--- config.mk ---
export PLATFORM = sky130hd
export DESIGN_NAME = dispatch_arb
export DESIGN_NICKNAME = d
export VERILOG_FILES = /design/src/rtl/dispatch_arb.sv
export SDC_FILE = /design/constraint.sdc
export NUM_CORES = 1
export LEC_CHECK = 0
export ABC_AREA = 1
export BUFFER_PORTS_ARGS = -buffer_cell sky130_fd_sc_hd__buf_2
export CAP_MARGIN = 20
export CORE_MARGIN = 8
export CORE_UTILIZATION = 50
export CTS_CLUSTER_DIAMETER = 150
export DETAILED_ROUTE_END_ITERATION = 8
export GPL_TIMING_DRIVEN = 0
export PLACE_DENSITY = 0.76
export SETUP_SLACK_MARGIN = 0.5
export SYNTH_ARGS = -nofsm -noshare
export SYNTH_HDL_FRONTEND = slang
export SYNTH_SLANG_ARGS = --single-unit
export TNS_END_PERCENT = 5
--- constraint.sdc ---
create_clock -name i_clk -period 3 [get_ports i_clk]
set_input_delay 0.15 -clock i_clk [delete_from_list [all_inputs] [get_ports i_clk]]
set_output_delay 0.15 -clock i_clk [all_outputs]
set_load 0.01 [all_outputs]
--- src/rtl/dispatch_arb.sv ---
// dispatch_arb: in-order dispatch queue between the identify stage and
// the branch / condition-register units, with halt-on-unknown and flush.
module dispatch_arb #(
    parameter int DEPTH = 4,
    parameter int AFULL = DEPTH - 1
) (
    input  logic                   i_clk,
    input  logic                   i_rst,
    input  logic                   i_en,
    input  logic [0:31]            i_instr,
    input  logic                   i_branch_identified,
    input  logic                   i_condreg_identified,
    input  logic                   i_unknown_instr,
    output logic                   o_arb_full_mask,
    output logic                   o_br_valid,
    input  logic                   i_br_ready,
    output logic [0:31]            o_br_instr,
    output logic                   o_cr_valid,
    input  logic                   i_cr_ready,
    output logic [0:31]            o_cr_instr,
    input  logic                   i_flush,
    input  logic                   i_resume,
    output logic                   o_illegal,
    output logic                   o_halted,
    output logic [$clog2(DEPTH):0] o_count
);
    localparam int AW = $clog2(DEPTH);
    localparam int CW = AW + 1;
    localparam logic [CW-1:0] FULL_CNT = CW'(DEPTH);
    localparam logic [CW-1:0] AF_CNT   = CW'(AFULL);

    localparam logic [1:0] CLS_BR  = 2'b01;
    localparam logic [1:0] CLS_CR  = 2'b10;
    localparam logic [1:0] CLS_UNK = 2'b11;

    localparam logic [1:0] RUN   = 2'd0;
    localparam logic [1:0] HALT  = 2'd1;
    localparam logic [1:0] FLUSH = 2'd2;

    logic [0:31]   q_instr [DEPTH];
    logic [1:0]    q_cls   [DEPTH];
    logic [AW-1:0] rd_ptr;
    logic [AW-1:0] wr_ptr;
    logic [CW-1:0] count;
    logic [1:0]    state;
    logic [1:0]    state_nxt;
    logic [1:0]    push_cls;
    logic [1:0]    head_cls;
    logic          head_run;
    logic          push;
    logic          pop;

    // Class of the incoming word; a word with no flag is treated as unknown.
    always_comb begin
        push_cls = CLS_UNK;
        if (i_branch_identified) begin
            push_cls = CLS_BR;
        end else if (i_condreg_identified) begin
            push_cls = CLS_CR;
        end else if (i_unknown_instr) begin
            push_cls = CLS_UNK;
        end
    end

    // Head presentation, halt detection and push/pop qualification.
    always_comb begin
        head_cls        = q_cls[rd_ptr];
        head_run        = (state == RUN) && (count != '0);
        o_br_valid      = head_run && (head_cls == CLS_BR);
        o_cr_valid      = head_run && (head_cls == CLS_CR);
        o_illegal       = head_run && (head_cls == CLS_UNK) && !i_flush;
        o_halted        = (state == HALT);
        o_br_instr      = q_instr[rd_ptr];
        o_cr_instr      = q_instr[rd_ptr];
        o_count         = count;
        o_arb_full_mask = (count >= AF_CNT) || (state == FLUSH);
        pop  = (o_br_valid && i_br_ready)
            || (o_cr_valid && i_cr_ready)
            || (o_halted && i_resume);
        push = i_en && !i_flush && (state != FLUSH)
            && ((count != FULL_CNT) || pop);
    end

    // Next state; flush overrides everything else.
    always_comb begin
        state_nxt = state;
        if (i_flush) begin
            state_nxt = FLUSH;
        end else begin
            case (state)
                RUN:     if (o_illegal) state_nxt = HALT;
                HALT:    if (i_resume)  state_nxt = RUN;
                FLUSH:   state_nxt = RUN;
                default: state_nxt = RUN;
            endcase
        end
    end

    // Pointers, occupancy and state.
    always_ff @(posedge i_clk or negedge i_rst) begin
        if (!i_rst) begin
            rd_ptr <= '0;
            wr_ptr <= '0;
            count  <= '0;
            state  <= RUN;
        end else begin
            state <= state_nxt;
            if (i_flush) begin
                rd_ptr <= '0;
                wr_ptr <= '0;
                count  <= '0;
            end else begin
                if (push) wr_ptr <= wr_ptr + AW'(1);
                if (pop)  rd_ptr <= rd_ptr + AW'(1);
                case ({push, pop})
                    2'b10:   count <= count + CW'(1);
                    2'b01:   count <= count - CW'(1);
                    default: count <= count;
                endcase
            end
        end
    end

    // Entry storage; contents are only meaningful below the count.
    always_ff @(posedge i_clk) begin
        if (push) begin
            q_instr[wr_ptr] <= i_instr;
            q_cls[wr_ptr]   <= push_cls;
        end
    end
endmodule

==> reports/results.ini, run 1 <==
[status]
status=completed

[synth]
synth_area_leaders=edfxtp_1, o21ai_0, nor2_1, buf_4, dfrtp_1
synth_top_area_share_pct=68.8
synth_cells=457
syn_nets=504
ys_ff_latch=145
synth.avg_cell_area_um2=13.0
synth_largest_area_cell=edfxtp_1
syn_area_um2=5930
yosys_warnings=0
yosysSeqAreaShare_pct=72.6
synth_cell_type_count=27

[finish]
layout-drive-gt1-share_pct=32.6
area_delta_synth_final_pct=30.0
final_common_cell=edfxtp_1
final_cell_mix=edfxtp_1, buf_2, nor2_1
nets=676
fin_area_um2=7710
post-route-util_pct=67.0

[cts]
insertion_delay_ps=420
clk_pin_slew_ps=50
cts_tree=yes
cts.sink_count=145
clockBufferDepth=2
cts_buffers=17
htree_levels=4
cts_root_buffer=clkbuf_16

[power_and_ir_drop]
peakVddDrop_mv=0.532
power-per-cell-area_nw_per_um2=659
power_leakage_nw=3.03
total_power_mw=5.08

[setup_path]
cp_max_fo=10
cp_data_required_time_ps=2850
cp-startpoint=rd_ptr[0]
crit_path_end=o_cr_instr[16]
rr_endpoint=o_count[2]
cp-start-kind=flip-flop
reg2reg_depth=14
rrSetupSlack_ps=690
arrival_ps=2220
r2r_start=rd_ptr[1]
critPathKind=reg2out
end_kind=primary output

[timing]
min_period_ps=2370
relSlewSlack_pct=67.5
rsz0062_at_grt=no
setup_tns_ps=0
worstMarginPinSlew_ps=488
clock.fmax_mhz=422
timing.hold.ws_ps=43.3
hold_viol=0
setup_viol_count_final=0
skew_ps=16.7
slew_viol_final=0
fin_crit_sh_pct=78.9

[global_routing]
grt_max_degree=28
grt_pass1_vias=4387
grt_pass1_wl_um=21800
gr-usage-all-layers_pct=17.9
grt-ovfl-total=0
antenna_found_initial=1

[floorplan]
die_h_um=125
die_w_um=125
initial_core_util_pct=51.5
core_um2=11500
std_cell_rows=39
die-area_um2=15600
io_pins=114

[min_path]
hold_class=in2reg

[placement]
place_congestion=0.735
io_buffers=112
place_area_um2=6780
dp_hpwl_um=8680

[route]
ant_nets=0
drc=0
dr.pass1.iters=4
viasPerCell=5.20
finalWirelength_um=13600
drt_iter0_markers=284
wire_per_inst_um=17.4
num_vias=4075

[job]
drv_cap=0

worst max-delay path: stages, from the launching register on:
cell	delay, ps
dfrtp_1	360
buf_4	160
inv_4	70
buf_2	220
clkbuf_2	260
o21ai_0	140
o22ai_1	290
buf_4	160
buf_2	120
cells by family (layout without fill, tap and decap cells):
| kind of cell | after synthesis | after routing | share of synthesized area (%) |
|---|---|---|---|
| xor gates and xnor gates | 1 | 1 | 0.148 |
| and+or+nand+nor | 122 | 122 | 8.94 |
| other | 0 | 1 | 0 |
| DFF | 145 | 145 | 72.6 |
| adders and majority gates | 5 | 5 | 1.18 |
| AOI/OAI and AO/OA | 106 | 106 | 10.0 |
| buffers and inverters | 78 | 260 | 7.08 |
synthesized netlist by cell type (all sizes together):
cell / number
o21bai: 1
nor4: 1
nor2: 74
ha: 4
dfrtp: 9
xor2: 1
o21ai: 68
inv: 24
nand2: 29
edfxtp: 136
nand3b: 1
o22ai: 32
clkbuf: 20
a21oi: 5
buf: 34
nand4: 1
fa: 1
nand3: 16
stage by stage:
step	std cells	setup slack, ps
6_report	783	633
5_1_grt	783	497
4_1_cts	780	426
3_5_place_dp	716	580
3_3_place_gp	712	-1330
2_1_floorplan	457	-27.2
state kept, by name, indices dropped and copies added (netlist names):
signal / flops
q_instr: 128
q_cls: 8
state: 2
o_count: 3
wr_ptr: 2
rd_ptr: 2
layout make-up:
class                           count  area (um2)
Sequential cell                   145        4310
Clock buffer                       22         444
Fill cell                         838        3800
Tap cell                          143         179
Buffer                             54         342
Timing Repair Buffer              153        1010
Multi-Input combinational cell    234        1240
Clock inverter                      7        88.8
Antenna cell                        1        2.50
Inverter                           24        95.1
report_power, final:
group / switching, mW / total (mW) / internal [mW]
combinational: 0.480 / 0.835 / 0.356
clock: 0.727 / 1.93 / 1.20
sequential: 0.0417 / 2.32 / 2.28
layer usage:
layer  global-route usage [%]  wire length, um  vias to the layer above
li1                         -                -                     1960
met1                     18.8             5570                     1977
met2                     32.0             7080                      124
met3                     6.54              784                       14
met4                     6.95              161                        0
met5                        0                0                        -
worst min-delay path by stage:
stage,from,end,slack [ps],cells past startpoint
2_1_floorplan,i_rst,o_count[0],-150,0
3_3_place_gp,i_rst,o_count[2],10,1
3_5_place_dp,i_rst,o_count[0],10,1
4_1_cts,i_condreg_identified,q_cls[3][0],30,2
5_1_grt,i_condreg_identified,q_cls[2][0],50,2
6_report,i_condreg_identified,q_cls[2][0],40,2
timing repair:
item / in CTS / in global routing
hold buffers: 35 / 0
pin swaps: 0 / 0
endpoints found under the hold margin: 139 / 0
endpoints found under the setup margin: 30 / 99
buffers inserted: 0 / 2
resized for setup: 4 / 20
(Power assumes the default switching activity.)
==> inputs of run 2 (changes only) <==
clock period = 2 ns   (was 3 ns; I/O delays follow)
==> reports/results.ini, run 2 (synthesized netlist as in run 1, its figures left out) <==
[finish]
diodes=0
fin_area_um2=8590
layout.cells.non_filler=811
nets=702
final_cell_mix=edfxtp_1, buf_2, nor2_1
final_common_cell=edfxtp_1
area_delta_synth_final_pct=44.8
fill_cells=702
layout-drive-gt1-share_pct=44.8
post-route-util_pct=74.6
largest_register=q_instr
largest_reg_flops=128

[placement]
place_inst=714
place_area_um2=6770
io_buffers=112
dp_hpwl_um=8740
place_congestion=0.783

[cts]
clk_pin_slew_ps=60
cts_tree=yes
cts.sink_count=145
insertion_delay_ps=410
cts_buffers=17
cts_root_buffer=clkbuf_16
htree_levels=4
clockBufferDepth=2

[route]
drc=0
num_vias=4406
ant_nets=0
finalWirelength_um=16400
viasPerCell=5.43
dr.pass1.iters=4
drt_iter0_markers=308
wire_per_inst_um=20.3

[global_routing]
grt-ovfl-total=0
grt_pass1_wl_um=23400
gr-usage-all-layers_pct=19.2
antenna_found_initial=0
grt_max_degree=21
grt_pass1_vias=4519

[setup_path]
cp-start-kind=flip-flop
end_kind=flip-flop
rr_endpoint=q_instr[3][19]
cp_max_fo=10
arrival_ps=2260
rrSetupSlack_ps=-140
cp_data_required_time_ps=2120
crit_path_end=q_instr[3][19]
r2r_start=rd_ptr[0]
critPathKind=reg2reg
reg2reg_depth=13
cp-startpoint=rd_ptr[0]

[timing]
setup_ws_ps=-141
relSlewSlack_pct=77.9
clock.fmax_mhz=467
setup_viol_count_final=151
fin_crit_sh_pct=107
slew_viol_final=0
worstMarginPinSlew_ps=328
hold_viol=0
rsz0062_at_grt=yes
min_period_ps=2140
skew_ps=8.94

[power_and_ir_drop]
power_leakage_nw=3.37
peakVddDrop_mv=0.646
power-per-cell-area_nw_per_um2=956

[min_path]
min_path_cells=4
min_from=i_flush
hold_class=in2reg

[floorplan]
std_cell_rows=39
io_pins=114
core_um2=11500
die_w_um=125
die-area_um2=15600
die_h_um=125
initial_core_util_pct=51.5

[job]
drv_cap=0

[status]
status=finished, violations left
violations=setup timing

## run 2: changes by cell type in the layout (fill, tap and decap cells not counted), sizes merged
cell / change
bufinv: +1
clkbuf: -12
buf: +31
nor2: +2
clkinv: +7
diode: -1
## run 2: worst min path at each step
stage / endpoint / slack (ps)
4_1_cts: q_cls[3][1] / 30
5_1_grt: q_cls[1][1] / 50
2_1_floorplan: o_count[0] / -200
3_3_place_gp: o_count[2] / -40
6_report: o_count[0] / 50
3_5_place_dp: o_count[2] / -30
## run 2: metrics by stage
step	hold slack [ps]	worst slack [ps]	TNS [ps]	power, mW
2_1_floorplan	-196	-113	-13160	4.24
3_3_place_gp	-37.7	-669	-90180	4.68
3_5_place_dp	-31.2	-719	-73490	4.74
4_1_cts	28.8	-123	-3940	7.98
5_1_grt	45.2	-255	-25280	8.50
6_report	49.8	-141	-10110	8.22
## run 2: power breakdown
part           internal, mW  leakage, nW  switching [mW]
clock                  1.92        0.280            1.16
sequential             3.42         1.34          0.0675
combinational         0.771         1.75           0.871
total                  6.12         3.37            2.10
## run 2: timing repair
item,CTS,global route
hold buffers,35,0
setup endpoints to repair,210,211
pin swaps,17,12
cloned,2,5
hold endpoints to repair,139,0
gates resized for setup,73,103
setup buffers,18,5
## run 2: metal layers
metal | GRT usage (%) | wire length, um | part of all wire, % | up-vias
li1 | - | - | - | 2012
met5 | 0 | 0 | 0 | -
met4 | 8.95 | 403 | 2.5 | 0
met2 | 33.8 | 8580 | 52 | 218
met1 | 21.2 | 6350 | 39 | 2146
met3 | 5.61 | 1110 | 6.7 | 30
## run 2: cell type report
class | instances | area, um2 | share of cell area (%)
clock buffers | 17 | 425 | 4.95
well taps | 143 | 179 | 2.08
plain buffers | 54 | 518 | 6.03
repair buffers | 177 | 1370 | 15.9
multi-input cells | 236 | 1540 | 17.9
clock inverters | 15 | 149 | 1.73
flip-flops and latches | 145 | 4310 | 50.2
inverters | 24 | 100 | 1.16
## run 2: worst max-delay path: stages, from the launching register on
cell       delay, ps
dfrtp_1          370
buf_6            140
inv_8             80
nand2_1           60
nand3_2           80
nand2_4           80
nor2_4           100
nand3_2           90
nand3_4           90
buf_4            140
o21ai_4           50
buf_12           160
nor2_4           190
clkbuf_16        220
==> inputs of run 3 (changes only) <==
BUFFER_PORTS_ARGS = -buffer_cell sky130_fd_sc_hd__buf_4   (was -buffer_cell sky130_fd_sc_hd__buf_2)
==> reports/results.ini, run 3 (synthesized netlist as in run 1, its figures left out) <==
[timing]
skew_ps=17.3
setup_viol_count_final=149
worstMarginPinSlew_ps=327
fin_crit_sh_pct=107
clock.fmax_mhz=469
slew_viol_final=0
hold_viol=0
min_period_ps=2130
setup_ws_ps=-132
relSlewSlack_pct=78.0
rsz0062_at_grt=yes

[power_and_ir_drop]
seq_power_share_pct=42.9
p_comb_share_pct=20.3
power-per-cell-area_nw_per_um2=933
p_switching_mw=2.01
pwr-share-clk_pct=36.8
switching_share_pct=24.8
power_leakage_nw=3.42
peakVddDrop_mv=0.615
internal_power_mw=6.08

[placement]
place_congestion=0.756
place_inst=715
io_buffers=112
dp_hpwl_um=8830

[finish]
seq_area_um2=4310
diodes=0
largest_register=q_instr
layout.cells.non_filler=813
layout-drive-gt1-share_pct=42.1
nets=704
area_delta_synth_final_pct=46.2
final_cell_mix=buf_4, edfxtp_1, nor2_1
fill_cells=691
post-route-util_pct=75.3
final_common_cell=buf_4
multi_input_area_um2=1440
largest_reg_flops=128

[cts]
cts_root_buffer=clkbuf_16
htree_levels=4
clk_pin_slew_ps=60
cts.sink_count=145
insertion_delay_ps=410
clockBufferDepth=2
cts_tree=yes
cts_buffers=17

[setup_path]
reg2reg_depth=13
slowest_stage=dfrtp_1
cp_data_required_time_ps=2110
cp_cell_sequence=buf_6 > inv_4 > nand2_1 > nand3_2 > nand2_4 > nor2_4 > nand3_4 > nand3_4 > buf_4 > o21ai_4 > buf_6 > nor2_4 > clkbuf_16
critPathKind=reg2reg
cp_max_fo=20
cpPeakStageDelay_ps=380
arrival_ps=2240
crit_path_end=q_instr[0][3]
cp-start-kind=flip-flop
end_kind=flip-flop
rr_endpoint=q_instr[0][3]
rrSetupSlack_ps=-130
cp-startpoint=rd_ptr[0]
r2r_start=rd_ptr[0]

[route]
finalWirelength_um=16300
drc=0
drt_iter0_markers=408
viasPerCell=5.47
dr.pass1.iters=5
ant_nets=0
num_vias=4447
wire_per_inst_um=20.0

[floorplan]
die-area_um2=15600
initial_core_util_pct=51.5
io_pins=114
core_um2=11500
std_cell_rows=39
die_w_um=125
die_h_um=125

[global_routing]
gr-usage-all-layers_pct=19.7
grt_pass1_wl_um=24100
grt_pass1_vias=4684
grt-ovfl-total=0
antenna_found_initial=0
grt_max_degree=25

[job]
drv_cap=0

[min_path]
hold_class=in2reg

[status]
violations=setup timing
status=finished, violations left

run 3: worst min-delay path by stage:
stage | cells past startpoint | endpoint | startpoint | slack (ps)
final | 3 | state[0] | i_flush | 40
after global placement | 1 | state[0] | i_rst | -70
after CTS | 3 | state[0] | i_flush | 20
after global routing | 3 | state[0] | i_flush | 30
after floorplan | 0 | o_count[0] | i_rst | -200
after detailed placement | 1 | o_count[2] | i_rst | -70
run 3: what timing repair did:
item / 4_1_cts / 5_1_grt
setup endpoints to repair: 210 / 211
setup buffers: 18 / 7
resized for setup: 67 / 50
pin swaps: 13 / 8
endpoints found under the hold margin: 141 / 0
cloned: 1 / 5
hold buffers: 35 / 0
run 3: power groups by stage:
stage               clock network (mW)  registers, mW  logic [mW]
floorplan                            0           3.53       0.709
global placement                     0           3.53        1.31
detailed placement                   0           3.54        1.35
CTS                               2.97           3.46        1.57
global route                      3.11           3.48        1.77
finish                            2.98           3.47        1.65
run 3: per-stage QoR:
step | instance area [um2] | hold WS, ps | power (mW) | setup TNS, ps | setup WS (ps)
floorplan | 5970 | -196 | 4.24 | -13160 | -113
global placement | 6990 | -69.5 | 4.84 | -90200 | -670
detailed placement | 7060 | -65.5 | 4.89 | -55780 | -711
CTS | 8350 | 24.6 | 8.01 | -9390 | -122
global route | 8680 | 25.7 | 8.36 | -26320 | -219
finish | 8680 | 38.5 | 8.09 | -11330 | -132
run 3: final cells by class:
class                           instances  share of cell area (%)
Buffer                                 54                    4.98
Clock buffer                           24                    5.32
Clock inverter                          8                    1.04
Inverter                               24                    1.12
Multi-Input combinational cell        235                    16.6
Sequential cell                       145                    49.7
Tap cell                              143                    2.06
Timing Repair Buffer                  180                    19.2
run 3: worst max-delay path, delay by kind of cell (launching register included):
kind	cells	cell delay (ps)
AO/OA/AOI/OAI	1	60
AND/OR/NAND/NOR	7	660
buffers and inverters	5	710
flip-flops	1	380
run 3: layer usage:
metal / up-vias / global-route usage, % / share of wire, %
met5: - / 0 / 0
met3: 18 / 4.84 / 7.0
met4: 0 / 8.31 / 2.0
met1: 2198 / 21.7 / 38
li1: 2015 / - / -
met2: 216 / 35.5 / 53
